### src/rtl/ds1302_write_if.sv
// Signal bundle between the DS1302 writer and the top level that owns sclk and the IO buffer.
interface ds1302_write_if;
  logic       en;
  logic       sclk;
  logic       ce;
  logic       ioDir;
  logic       dataOut;
  logic       busy;
  logic       done;
  logic [7:0] secIn;
  logic [7:0] minIn;
  logic [7:0] hrsIn;
  logic [7:0] dateIn;
  logic [7:0] monIn;
  logic [7:0] dayIn;
  logic [7:0] yrIn;

  modport master (
    input  en, sclk, secIn, minIn, hrsIn, dateIn, monIn, dayIn, yrIn,
    output ce, ioDir, dataOut, busy, done
  );

  modport slave (
    output en, sclk, secIn, minIn, hrsIn, dateIn, monIn, dayIn, yrIn,
    input  ce, ioDir, dataOut, busy, done
  );
endinterface

### src/rtl/ds1302_write.sv
// DS1302 time writer: clears write-protect, then writes sec..yr as single-byte 3-wire transactions.
// Optional macro DS1302_WP_RELOCK_EN appends a transaction that re-asserts write-protect.
module ds1302_write #(
  parameter int         GAP_EDGES = 2,
  parameter logic [7:0] CTRL_ADDR = 8'h8E
) (
  input  logic           clk,
  input  logic           rst,
  ds1302_write_if.master bus
);

  localparam int                GAP_W    = (GAP_EDGES > 1) ? $clog2(GAP_EDGES) : 1;
  localparam logic [GAP_W-1:0]  GAP_LAST = GAP_W'(GAP_EDGES - 1);
`ifdef DS1302_WP_RELOCK_EN
  localparam logic [3:0]        LAST_TX  = 4'd8;
`else
  localparam logic [3:0]        LAST_TX  = 4'd7;
`endif

  typedef enum logic [2:0] {
    IDLE,
    LOAD,
    SHIFT_H,
    SHIFT_L,
    STOP,
    GAP
  } state_t;

  state_t           state, state_n;
  logic             sclk_d;
  logic [15:0]      shift_q, shift_n;
  logic [3:0]       bit_cnt, bit_cnt_n;
  logic [3:0]       tx_idx, tx_idx_n;
  logic [GAP_W-1:0] gap_cnt, gap_cnt_n;
  logic [6:0][7:0]  snap, snap_n;
  logic             ce_q, ce_n;
  logic             io_dir_q, io_dir_n;
  logic             busy_q, busy_n;
  logic             done_q, done_n;
  logic             rise, fall;
  logic [15:0]      first_word, next_word;

  // Words are stored {data, command} so that shifting right sends the command byte first, each LSB first.
  function automatic logic [15:0] tx_word(input logic [3:0] idx, input logic [6:0][7:0] s);
    logic [15:0] w;
    case (idx)
      4'd0:    w = {8'h00, CTRL_ADDR};
      4'd1:    w = {s[0], 8'h80};
      4'd2:    w = {s[1], 8'h82};
      4'd3:    w = {s[2], 8'h84};
      4'd4:    w = {s[3], 8'h86};
      4'd5:    w = {s[4], 8'h88};
      4'd6:    w = {s[5], 8'h8A};
      4'd7:    w = {s[6], 8'h8C};
`ifdef DS1302_WP_RELOCK_EN
      4'd8:    w = {8'h80, CTRL_ADDR};
`endif
      default: w = {8'h00, CTRL_ADDR};
    endcase
    return w;
  endfunction

  assign rise       = bus.sclk & ~sclk_d;
  assign fall       = ~bus.sclk & sclk_d;
  assign first_word = tx_word(4'd0, snap);
  assign next_word  = tx_word(tx_idx + 4'd1, snap);

  assign bus.ce      = ce_q;
  assign bus.ioDir   = io_dir_q;
  assign bus.dataOut = shift_q[0];
  assign bus.busy    = busy_q;
  assign bus.done    = done_q;

  always_ff @(posedge clk or posedge rst) begin
    if (rst) begin
      state    <= IDLE;
      sclk_d   <= 1'b0;
      shift_q  <= '0;
      bit_cnt  <= '0;
      tx_idx   <= '0;
      gap_cnt  <= '0;
      snap     <= '0;
      ce_q     <= 1'b0;
      io_dir_q <= 1'b0;
      busy_q   <= 1'b0;
      done_q   <= 1'b0;
    end else begin
      state    <= state_n;
      sclk_d   <= bus.sclk;
      shift_q  <= shift_n;
      bit_cnt  <= bit_cnt_n;
      tx_idx   <= tx_idx_n;
      gap_cnt  <= gap_cnt_n;
      snap     <= snap_n;
      ce_q     <= ce_n;
      io_dir_q <= io_dir_n;
      busy_q   <= busy_n;
      done_q   <= done_n;
    end
  end

  // Pin-facing registers are updated on the transition into a state, so ce/IO/data are valid for the
  // whole LOAD cycle and a new bit is on the line one clk after each falling sclk edge.
  always_comb begin
    state_n   = state;
    shift_n   = shift_q;
    bit_cnt_n = bit_cnt;
    tx_idx_n  = tx_idx;
    gap_cnt_n = gap_cnt;
    snap_n    = snap;
    ce_n      = ce_q;
    io_dir_n  = io_dir_q;
    busy_n    = busy_q;
    done_n    = 1'b0;

    case (state)
      IDLE: begin
        // done_q blocks an en arriving in the same cycle as the completion pulse.
        if (bus.en && !done_q) begin
          state_n   = LOAD;
          snap_n    = {bus.yrIn, bus.dayIn, bus.monIn, bus.dateIn, bus.hrsIn, bus.minIn, bus.secIn};
          busy_n    = 1'b1;
          tx_idx_n  = 4'd0;
          bit_cnt_n = 4'd0;
          shift_n   = first_word;
          ce_n      = 1'b1;
          io_dir_n  = 1'b1;
        end
      end

      LOAD: state_n = SHIFT_H;

      SHIFT_H: begin
        if (rise) state_n = SHIFT_L;
      end

      SHIFT_L: begin
        if (fall) begin
          bit_cnt_n = bit_cnt + 4'd1;
          if (bit_cnt == 4'd15) begin
            state_n  = STOP;
            shift_n  = '0;
            ce_n     = 1'b0;
            io_dir_n = 1'b0;
          end else begin
            state_n = SHIFT_H;
            shift_n = {1'b0, shift_q[15:1]};
          end
        end
      end

      STOP: begin
        state_n   = GAP;
        gap_cnt_n = '0;
      end

      GAP: begin
        if (fall) begin
          if (gap_cnt == GAP_LAST) begin
            gap_cnt_n = '0;
            if (tx_idx == LAST_TX) begin
              state_n = IDLE;
              busy_n  = 1'b0;
              done_n  = 1'b1;
            end else begin
              state_n   = LOAD;
              tx_idx_n  = tx_idx + 4'd1;
              bit_cnt_n = 4'd0;
              shift_n   = next_word;
              ce_n      = 1'b1;
              io_dir_n  = 1'b1;
            end
          end else begin
            gap_cnt_n = gap_cnt + 1'b1;
          end
        end
      end

      default: state_n = IDLE;
    endcase
  end

endmodule

### src/flat_wrapper.sv
// flat-port wrapper written by rule: the top's interface ports become plain ports
module ds1302_write_flat 
#(
  parameter int         GAP_EDGES = 2,
  parameter logic [7:0] CTRL_ADDR = 8'h8E
)
  (clk, rst, bus_en, bus_sclk, bus_secIn, bus_minIn, bus_hrsIn, bus_dateIn, bus_monIn, bus_dayIn, bus_yrIn, bus_ce, bus_ioDir, bus_dataOut, bus_busy, bus_done);
  ds1302_write_if bus_i ();
  input  logic clk;
  input  logic rst;
  input wire logic [$bits(bus_i.en)-1:0] bus_en;
  input wire logic [$bits(bus_i.sclk)-1:0] bus_sclk;
  input wire logic [$bits(bus_i.secIn)-1:0] bus_secIn;
  input wire logic [$bits(bus_i.minIn)-1:0] bus_minIn;
  input wire logic [$bits(bus_i.hrsIn)-1:0] bus_hrsIn;
  input wire logic [$bits(bus_i.dateIn)-1:0] bus_dateIn;
  input wire logic [$bits(bus_i.monIn)-1:0] bus_monIn;
  input wire logic [$bits(bus_i.dayIn)-1:0] bus_dayIn;
  input wire logic [$bits(bus_i.yrIn)-1:0] bus_yrIn;
  output wire logic [$bits(bus_i.ce)-1:0] bus_ce;
  output wire logic [$bits(bus_i.ioDir)-1:0] bus_ioDir;
  output wire logic [$bits(bus_i.dataOut)-1:0] bus_dataOut;
  output wire logic [$bits(bus_i.busy)-1:0] bus_busy;
  output wire logic [$bits(bus_i.done)-1:0] bus_done;
  assign bus_i.en = bus_en;
  assign bus_i.sclk = bus_sclk;
  assign bus_i.secIn = bus_secIn;
  assign bus_i.minIn = bus_minIn;
  assign bus_i.hrsIn = bus_hrsIn;
  assign bus_i.dateIn = bus_dateIn;
  assign bus_i.monIn = bus_monIn;
  assign bus_i.dayIn = bus_dayIn;
  assign bus_i.yrIn = bus_yrIn;
  assign bus_ce = bus_i.ce;
  assign bus_ioDir = bus_i.ioDir;
  assign bus_dataOut = bus_i.dataOut;
  assign bus_busy = bus_i.busy;
  assign bus_done = bus_i.done;
  ds1302_write #(.GAP_EDGES(GAP_EDGES), .CTRL_ADDR(CTRL_ADDR)) u_core (.clk(clk), .rst(rst), .bus(bus_i));
endmodule
### config.mk
export PLATFORM = sky130hd
export DESIGN_NAME = ds1302_write_flat
export DESIGN_NICKNAME = d
export VERILOG_FILES = /design/src/rtl/ds1302_write_if.sv /design/src/rtl/ds1302_write.sv /design/src/flat_wrapper.sv
export SDC_FILE = /design/constraint.sdc
export NUM_CORES = 1
export LEC_CHECK = 0
export ABC_AREA = 1
export ABC_CLOCK_PERIOD_IN_PS = 5170
export BUFFER_PORTS_ARGS = -buffer_cell sky130_fd_sc_hd__clkbuf_2
export CAP_MARGIN = 30
export CORE_MARGIN = 10
export CORE_UTILIZATION = 60
export CTS_CLUSTER_SIZE = 14
export DETAILED_ROUTE_END_ITERATION = 8
export PLACE_DENSITY = 0.83
export SETUP_SLACK_MARGIN = 0.2
export SYNTH_ARGS = -nofsm -noshare
export SYNTH_HDL_FRONTEND = slang
export SYNTH_SLANG_ARGS = --single-unit
### constraint.sdc
create_clock -name clk -period 5.17 [get_ports clk]
set_input_delay 0.517 -clock clk [delete_from_list [all_inputs] [get_ports clk]]
set_output_delay 0.517 -clock clk [all_outputs]
set_load 0.02 [all_outputs]
---- Yosys cells after proc, flatten, opt, wreduce, memory -nomap -nowiden ----
Index checks and enable logic that the tools add are counted.
storage, ports and cells
  output and inout port bits .............. 5
  bits in registers ....................... 88
  word-level logic and storage cells ...... 102
  input bits .............................. 60
operators by class
  reduce and logical (&&, ||, !) cells .... 13
  bitwise logic cells ..................... 4
  $add $sub $neg .......................... 3
  eq/ne operators ......................... 22
  mux-type cells .......................... 44
operator list
  cell                 number
  $pmux 16 s7          1
  $mux 16              5
  $pmux 16 s3          1
  $mux 4               8
  $eq 4x3->1 const B   5
  $mux 3               6
  $pmux 3 s6           1
  $mux 1               16
  $mux 15              1
  $reduce_and 5->1     3
  $ne 2x1->1 const B   7
  $pmux 4 s3           1
  $add 4x1->4 const B  2
  $eq 4x2->1 const B   2
  $pmux 4 s2           1
  $reduce_and 7->1     1
  $eq 3x2->1 const B   2
  $eq 3x3->1 const B   2
  $reduce_and 6->1     1
  $eq 4x1->1 const B   1
  $eq 4x4->1 const B   1
  $pmux 1 s2           2
  $reduce_and 2->1     2
  $reduce_bool 2->1    2
  10 further kinds     12

---- Depth between registers and ports, before layout ----
Gate-level depths: netlist of the first run.
  word-level depth ........................ 7
  mapped depth ............................ 14
  depth with buffers taken out ............ 11

---- Least setup slack after synthesis of the first run ----
OpenSTA, ideal clock, no wires.
  kind .................................... register -> register
  start ................................... reg u_core.tx_idx[0]
  end ..................................... reg u_core.shift_q[8]
  arrival ................................. 1.709 ns
  buffers on the path ..................... 1
  clock period less this slack ............ 1.774 ns
  setup slack ............................. 3.396 ns
  library setup time ...................... 0.065 ns
  stages on the path, launching flop included .. 12
  data required time ...................... 5.105 ns
  cell sequence ........................... dfrtp_1 -> ha_1 -> xnor2_2 -> buf_2 -> nand4_1 -> nand2_1 -> nor2_1 -> nand2_1 -> nand2_1 -> nand2_1 -> nand2_1 -> nand2_1
between the ends
  cells in the longest elaborated chain, start to end .. 7
  elaborated cells between the ends (all ways) .. 16
  classes of those cells .................. add/sub (1); eq/ne (9); mux (5); reduce/logical (1)
ends and longest elaborated chain
  item                                line                 RTL
  start: declaration                  ds1302_write.sv:33   logic [3:0] tx_idx, tx_idx_n;
  start signal: assignment            ds1302_write.sv:92   tx_idx <= tx_idx_n;
  $add 4x1->4                         ds1302_write.sv:66   assign next_word = tx_word(tx_idx + 4'd1, snap);
  $eq 4x3->1 (tied with other cells)  ds1302_write.sv:46   case (idx)
  $pmux 16 s7                         ds1302_write.sv:46
  $mux 16                             ds1302_write.sv:161  if (tx_idx == LAST_TX) begin
  $mux 16                             ds1302_write.sv:159  if (gap_cnt == GAP_LAST) begin
  $mux 16                             ds1302_write.sv:158  if (fall) begin
  $pmux 16 s3                         ds1302_write.sv:116  case (state)
  end signal: assignment              ds1302_write.sv:90   shift_q <= shift_n;
  end: declaration                    ds1302_write.sv:31   logic [15:0] shift_q, shift_n;
Parallel ways exist; a longest one is shown, timed or not. The select of a mux whose other input is x is not followed.
A chain may end at the register's enable or synchronous reset.

---- Final worst setup path of the first run ----
  start ................................... reg u_core.tx_idx[0]
  end ..................................... reg u_core.shift_q[10]
Same word-level chain as after synthesis.

==> flow_summary.ini, run 1 <==
[placement]
dpl.hpwl_um = 7570
gp_congestion = 0.869
place.port_buffers = 64
post-place-ws_ns = 2.77
postPlaceCellArea_um2 = 4790

[synthesis]
ys_warn_count = 0
synth_xor_area_share_pct = 0.978
synth_nets = 547
yosysSeqAreaShare_pct = 49.2
synth_fa_ha_area_share_pct = 1.68
syn_area_um2 = 4480
synth_simple_gate_area_share_pct = 22.9
ys_top_cells_by_area = dfrtp_1 (49%), mux2_2 (12%), nand2_1 (9.2%), nand4_1 (6.1%), nor2_1 (3.7%)
synth-main-ff-cell = dfrtp_1
syn_inst = 481
synth_compound_area_share_pct = 5.92
ys_seq_elements = 88
muxShareOfSynthArea_pct = 12.1
syn_avg_cell_area_um2 = 9.31
async_flop_share_pct = 100
ys_types = 33
yosysTopAreaCell = dfrtp_1
synth_edf_count = 0
synth_top_area_share_pct = 49.2
synth_top_family_by_area = simple AND/OR/NAND/NOR gates

[route]
drc = 0
wl_per_cell_um = 16.7
via_per_inst = 5.78
drt_iter0_drc = 437
wirelength_um = 10600
num_vias = 3678
dr.pass1.iters = 5
ant_nets = 0

[cts]
cts_hold_buffers = 0
ctsResizeCount = 0
clock-sinks = 88
clk_pin_slew_ns = 0.09
cts-buffers-inserted = 9
clkLatencyLatePin_ns = 0.37
cts_tree = done
cts_setup_buffers = 0
cts-htree-levels = 3
cts_max_path_buffers = 2
clock-root-buffer = clkbuf_8

[timing]
setup_tns_ns = 0
grt_setup_unrepaired = no
worst_pin_slew_ns = 1.07
slew_headroom_pct = 28.5
finalMaxSlewViolations = 0
skew_ns = 0.00847
holdWs_ns = 0.223
fin_ws_ns = 2.62
hold_viol_final = 0
period_needed_ns = 2.55
post-route-period-util_pct = 49.3
setup_viol = 0
fmax_ghz = 0.393

[final_layout]
n_antenna_cell = 0
fillCellCount = 578
drive_above_1_share_pct = 28.7
final_cell_mix = nand2_1 (109), dfrtp_1 (88), clkbuf_2 (64), mux2_2 (48)
final_util_pct = 68.8
nNetsFinal = 598
fin_area_um2 = 4990
regArea_um2 = 2200
syn2layout_area_growth_pct = 11.5
multiInputGateArea_um2 = 1950
final_common_cell = nand2_1

[global_route]
antenna_found_initial = 0
grt_max_degree = 66
grtUsageTotal_pct = 19.3
grt_pass1_vias = 3636
grt_pass1_wl_um = 17900
grt_overflow = 0

[power_and_ir_drop]
power_frac_clock_pct = 22.0
pwr-share-seq_pct = 48.9
p_int_mw = 1.47
irDropWorstVdd_mv = 0.248
power-per-cell-area_nw_per_um2 = 451
p_comb_share_pct = 29.0
power_switching_mw = 0.781
sw_frac_of_total_pct = 34.6
power.leakage_nw = 2.52

[die]
fp.dieW_um = 106
die_area_um2 = 11300
start_util_pct = 61.8
row_count = 31
fp.dieH_um = 106
pin_count = 65
core_area_um2 = 7250

[worst_setup_path]
crit_fanout = 19
r2r-start = u_core.tx_idx[0]
cp-end-kind = flop
crit_type = reg -> reg
r2r_slack_ns = 2.62
reg2regPathDepth = 10
startpoint_type = flop
arrival_ns = 2.85
worstPathRequired_ns = 5.48
r2r_end = u_core.shift_q[10]

[flow_run]
drv_cap = 0

[min_path]
hp-class = in -> async

[run_status]
status = finished clean
## worst max path at each step
stage                     slack [ns]                 end        startpoint  cells after the start
after CTS                       2.69  u_core.shift_q[10]  u_core.tx_idx[0]                     10
final                           2.62  u_core.shift_q[10]  u_core.tx_idx[0]                     10
after global routing            2.45  u_core.shift_q[12]  u_core.tx_idx[0]                     10
after global placement          2.89  u_core.shift_q[13]  u_core.tx_idx[0]                     10
after floorplan                 2.37   u_core.bit_cnt[0]               rst                      1
after detailed placement        2.77  u_core.shift_q[10]  u_core.tx_idx[0]                     10
## final cells by class
type                            count  area share (%)
Sequential cell                    88            44.1
Multi-Input combinational cell    328            39.1
Timing Repair Buffer               68            7.42
Inverter                           37            2.81
Clock buffer                       10            2.76
Tap cell                           99            2.48
Clock inverter                      6            1.33
## critical path: stages, from the launching register on
cell	delay, ns
dfrtp_1	0.46
ha_1	0.34
xnor2_2	0.69
nand3_1	0.38
nor2_1	0.19
nor2_1	0.07
nand2_1	0.09
nand2_1	0.06
nand2_1	0.09
nand2_1	0.06
nand2_1	0.07
## sequential cells by signal, summed over array words and instances, names as in the netlist
register / count
u_core.bus.busy: 1
u_core.tx_idx: 4
u_core.bus.ce: 1
u_core.shift_q: 16
u_core.snap: 56
u_core.state: 3
u_core.bit_cnt: 4
u_core.gap_cnt: 1
u_core.bus.done: 1
u_core.sclk_d: 1
## metrics by stage
stage | power [mW] | cells
final | 2.25 | 636
after global placement | 1.70 | 619
after global routing | 2.38 | 636
after CTS | 2.25 | 636
after floorplan | 1.58 | 481
after detailed placement | 1.76 | 620
## Yosys cell counts (2+ instances only)
cell      count
nand3_2       3
o31ai_1       4
nand2_1     110
inv_1        30
a21oi_1      17
o21ai_2       3
nand3_1      10
o21ai_1       4
o21ai_0      11
dfrtp_1      88
nand4_1      44
mux2_2       48
buf_6         8
nor2_1       44
buf_4         2
inv_2         7
ha_1          6
buf_2        12
nor3_1       11
clkbuf_1      5
nand2_2       2
## power groups by stage
stage	logic, mW	registers [mW]	clock network (mW)
floorplan	0.534	1.05	0
global placement	0.609	1.10	0
detailed placement	0.649	1.11	0
CTS	0.654	1.10	0.500
global route	0.723	1.13	0.532
finish	0.655	1.10	0.497
## layer usage
metal	vias up	wire [µm]	GRT usage, %
met4	0	212	7.64
met1	1770	4620	25.1
met3	22	783	4.53
met5	-	0	0
li1	1718	-	-
met2	168	5010	30.6
## cell families after synthesis
group	count (synthesis)
compound gates	45
simple gates	227
mux	48
xor+xnor	2
fa+ha+maj	6
buf+inv	65
flops	88
Power figures use the tool's default switching activity.
==> inputs of run 2 (changes only) <==
--- a/config.mk
+++ b/config.mk
@@ -6,14 +6,14 @@
 export NUM_CORES = 1
 export LEC_CHECK = 0
 export ABC_AREA = 1
-export ABC_CLOCK_PERIOD_IN_PS = 5170
+export ABC_CLOCK_PERIOD_IN_PS = 2250
 export BUFFER_PORTS_ARGS = -buffer_cell sky130_fd_sc_hd__clkbuf_2
 export CAP_MARGIN = 30
 export CORE_MARGIN = 10
-export CORE_UTILIZATION = 60
+export CORE_UTILIZATION = 52
 export CTS_CLUSTER_SIZE = 14
 export DETAILED_ROUTE_END_ITERATION = 8
-export PLACE_DENSITY = 0.83
+export PLACE_DENSITY = 0.77
 export SETUP_SLACK_MARGIN = 0.2
 export SYNTH_ARGS = -nofsm -noshare
 export SYNTH_HDL_FRONTEND = slang
==> constraint.sdc (replaced) <==
create_clock -name clk -period 2.25 [get_ports clk]
set_input_delay 0.225 -clock clk [delete_from_list [all_inputs] [get_ports clk]]
set_output_delay 0.225 -clock clk [all_outputs]
set_load 0.02 [all_outputs]
==> flow_summary.ini, run 2 (synthesized netlist as in run 1, its figures left out) <==
[min_path]
holdPathStages = 2
hold_end = u_core.snap[26]
hp-class = in -> reg
hp-start = bus_dateIn[2]

[die]
row_count = 33
core_area_um2 = 8300
fp.dieW_um = 113
pin_count = 65
start_util_pct = 54.0
fp.dieH_um = 113
die_area_um2 = 12700

[cts]
cts-buffers-inserted = 9
cts_tree = done
cts_max_path_buffers = 2
clock-sinks = 88
cts-htree-levels = 3
clock-root-buffer = clkbuf_8
clk_pin_slew_ns = 0.09
clkLatencyLatePin_ns = 0.36

[timing]
period_needed_ns = 1.93
skew_ns = 0.0134
slew_headroom_pct = 67.4
holdWs_ns = 0.0901
grt_setup_unrepaired = no
worst_pin_slew_ns = 0.488
finalMaxSlewViolations = 0
fmax_ghz = 0.517
fin_ws_ns = 0.317
setup_tns_ns = 0
setup_viol = 0
post-route-period-util_pct = 85.9
hold_viol_final = 0

[global_route]
grt_max_degree = 62
grt_pass1_vias = 3743
grt_overflow = 0
grtUsageTotal_pct = 17.3
antenna_found_initial = 0
grt_pass1_wl_um = 18300

[worst_setup_path]
cp-end-kind = flop
crit_type = reg -> reg
startpoint_type = flop
reg2regPathDepth = 9
r2r-start = u_core.tx_idx[1]
r2r_end = u_core.bit_cnt[2]
arrival_ns = 2.20
worstPathRequired_ns = 2.51
r2r_slack_ns = 0.32
crit_fanout = 8

[final_layout]
final_util_pct = 61.8
reg.largest.list = u_core.snap x56, u_core.shift_q x16
fillCellCount = 687
drive_above_1_share_pct = 30.8
multiInputGateArea_um2 = 1970
final_cell_mix = nand2_1 (109), dfrtp_1 (85), clkbuf_2 (64), mux2_2 (48)
n_antenna_cell = 0
regArea_um2 = 2210
final_common_cell = nand2_1
instances_no_fill = 653
nNetsFinal = 609
largest_reg_flops = 56
regMostFlops = u_core.snap
syn2layout_area_growth_pct = 14.4

[placement]
post-place-ws_ns = 0.212
gp_congestion = 0.885
dpl.hpwl_um = 8120
place.port_buffers = 64
dpl.cell_count = 632

[route]
dr.pass1.iters = 6
via_per_inst = 5.54
num_vias = 3618
wirelength_um = 10900
drt_iter0_drc = 263
wl_per_cell_um = 16.6
ant_nets = 0
drc = 0

[power_and_ir_drop]
power.leakage_nw = 2.55
power-per-cell-area_nw_per_um2 = 1030
irDropWorstVdd_mv = 0.521

[run_status]
status = finished clean

[flow_run]
drv_cap = 0
run 2: cell count changes in the layout (fill, tap and decap cells not counted), sizes merged:
cell         delta
inv             -2
clkinv          -3
buf             +9
dlygate4sd3     +2
clkbuf          +2
clkinvlp        +3
run 2: per-layer routing:
layer  part of all wire, %  up-vias  global-route usage [%]
li1                      -     1737                       -
met1                    43     1724                    22.4
met2                    48      135                    27.2
met3                   6.4       22                    3.28
met4                   2.3        0                    7.95
met5                     0        -                       0
run 2: worst max-delay path, stage by stage (launching register included):
cell and delay, ns:
dfrtp_1 0.47, ha_2 0.32, nand2_1 0.08, nor2_1 0.18, nand2_1 0.11, o21ai_2 0.09, nor2_4 0.09, nand2_2 0.18
inv_2 0.10, nor3_1 0.22
run 2: how the worst max path moves through the flow:
stage / from / cells past startpoint / endpoint
global placement: u_core.tx_idx[0] / 9 / u_core.bus.ce
detailed placement: u_core.tx_idx[0] / 9 / u_core.bit_cnt[2]
CTS: u_core.tx_idx[0] / 9 / u_core.bit_cnt[2]
finish: u_core.tx_idx[1] / 9 / u_core.bit_cnt[2]
floorplan: u_core.tx_idx[0] / 11 / u_core.shift_q[8]
global route: u_core.tx_idx[1] / 9 / u_core.bit_cnt[2]
run 2: cell type report:
cell class              instances  share of cell area (%)
clock inverters                 4                    1.05
flip-flops and latches         88                    43.0
multi-input cells             328                    38.4
clock buffers                  12                    2.83
inverters                      37                    2.83
well taps                     105                    2.56
repair buffers                 79                    9.28
run 2: per-stage QoR:
step / power [mW] / area (µm²)
floorplan: 3.64 / 4480
global placement: 4.02 / 4860
detailed placement: 4.11 / 4860
CTS: 5.21 / 5080
global route: 5.57 / 5120
finish: 5.26 / 5120
run 2: timing repair:
action                                 CTS  global route
setup endpoints to repair                1            20
endpoints found under the hold margin   20             0
pin swaps                                0             1
hold buffers                             2             0
gates resized for setup                  1             9
buffers inserted                         0             3
gates cloned                             0             0
run 2: report_power, final:
part	switching, mW	leakage [nW]	internal, mW
logic	0.859	1.39	0.732
registers	0.376	1.07	2.18
clock network	0.567	0.0928	0.547
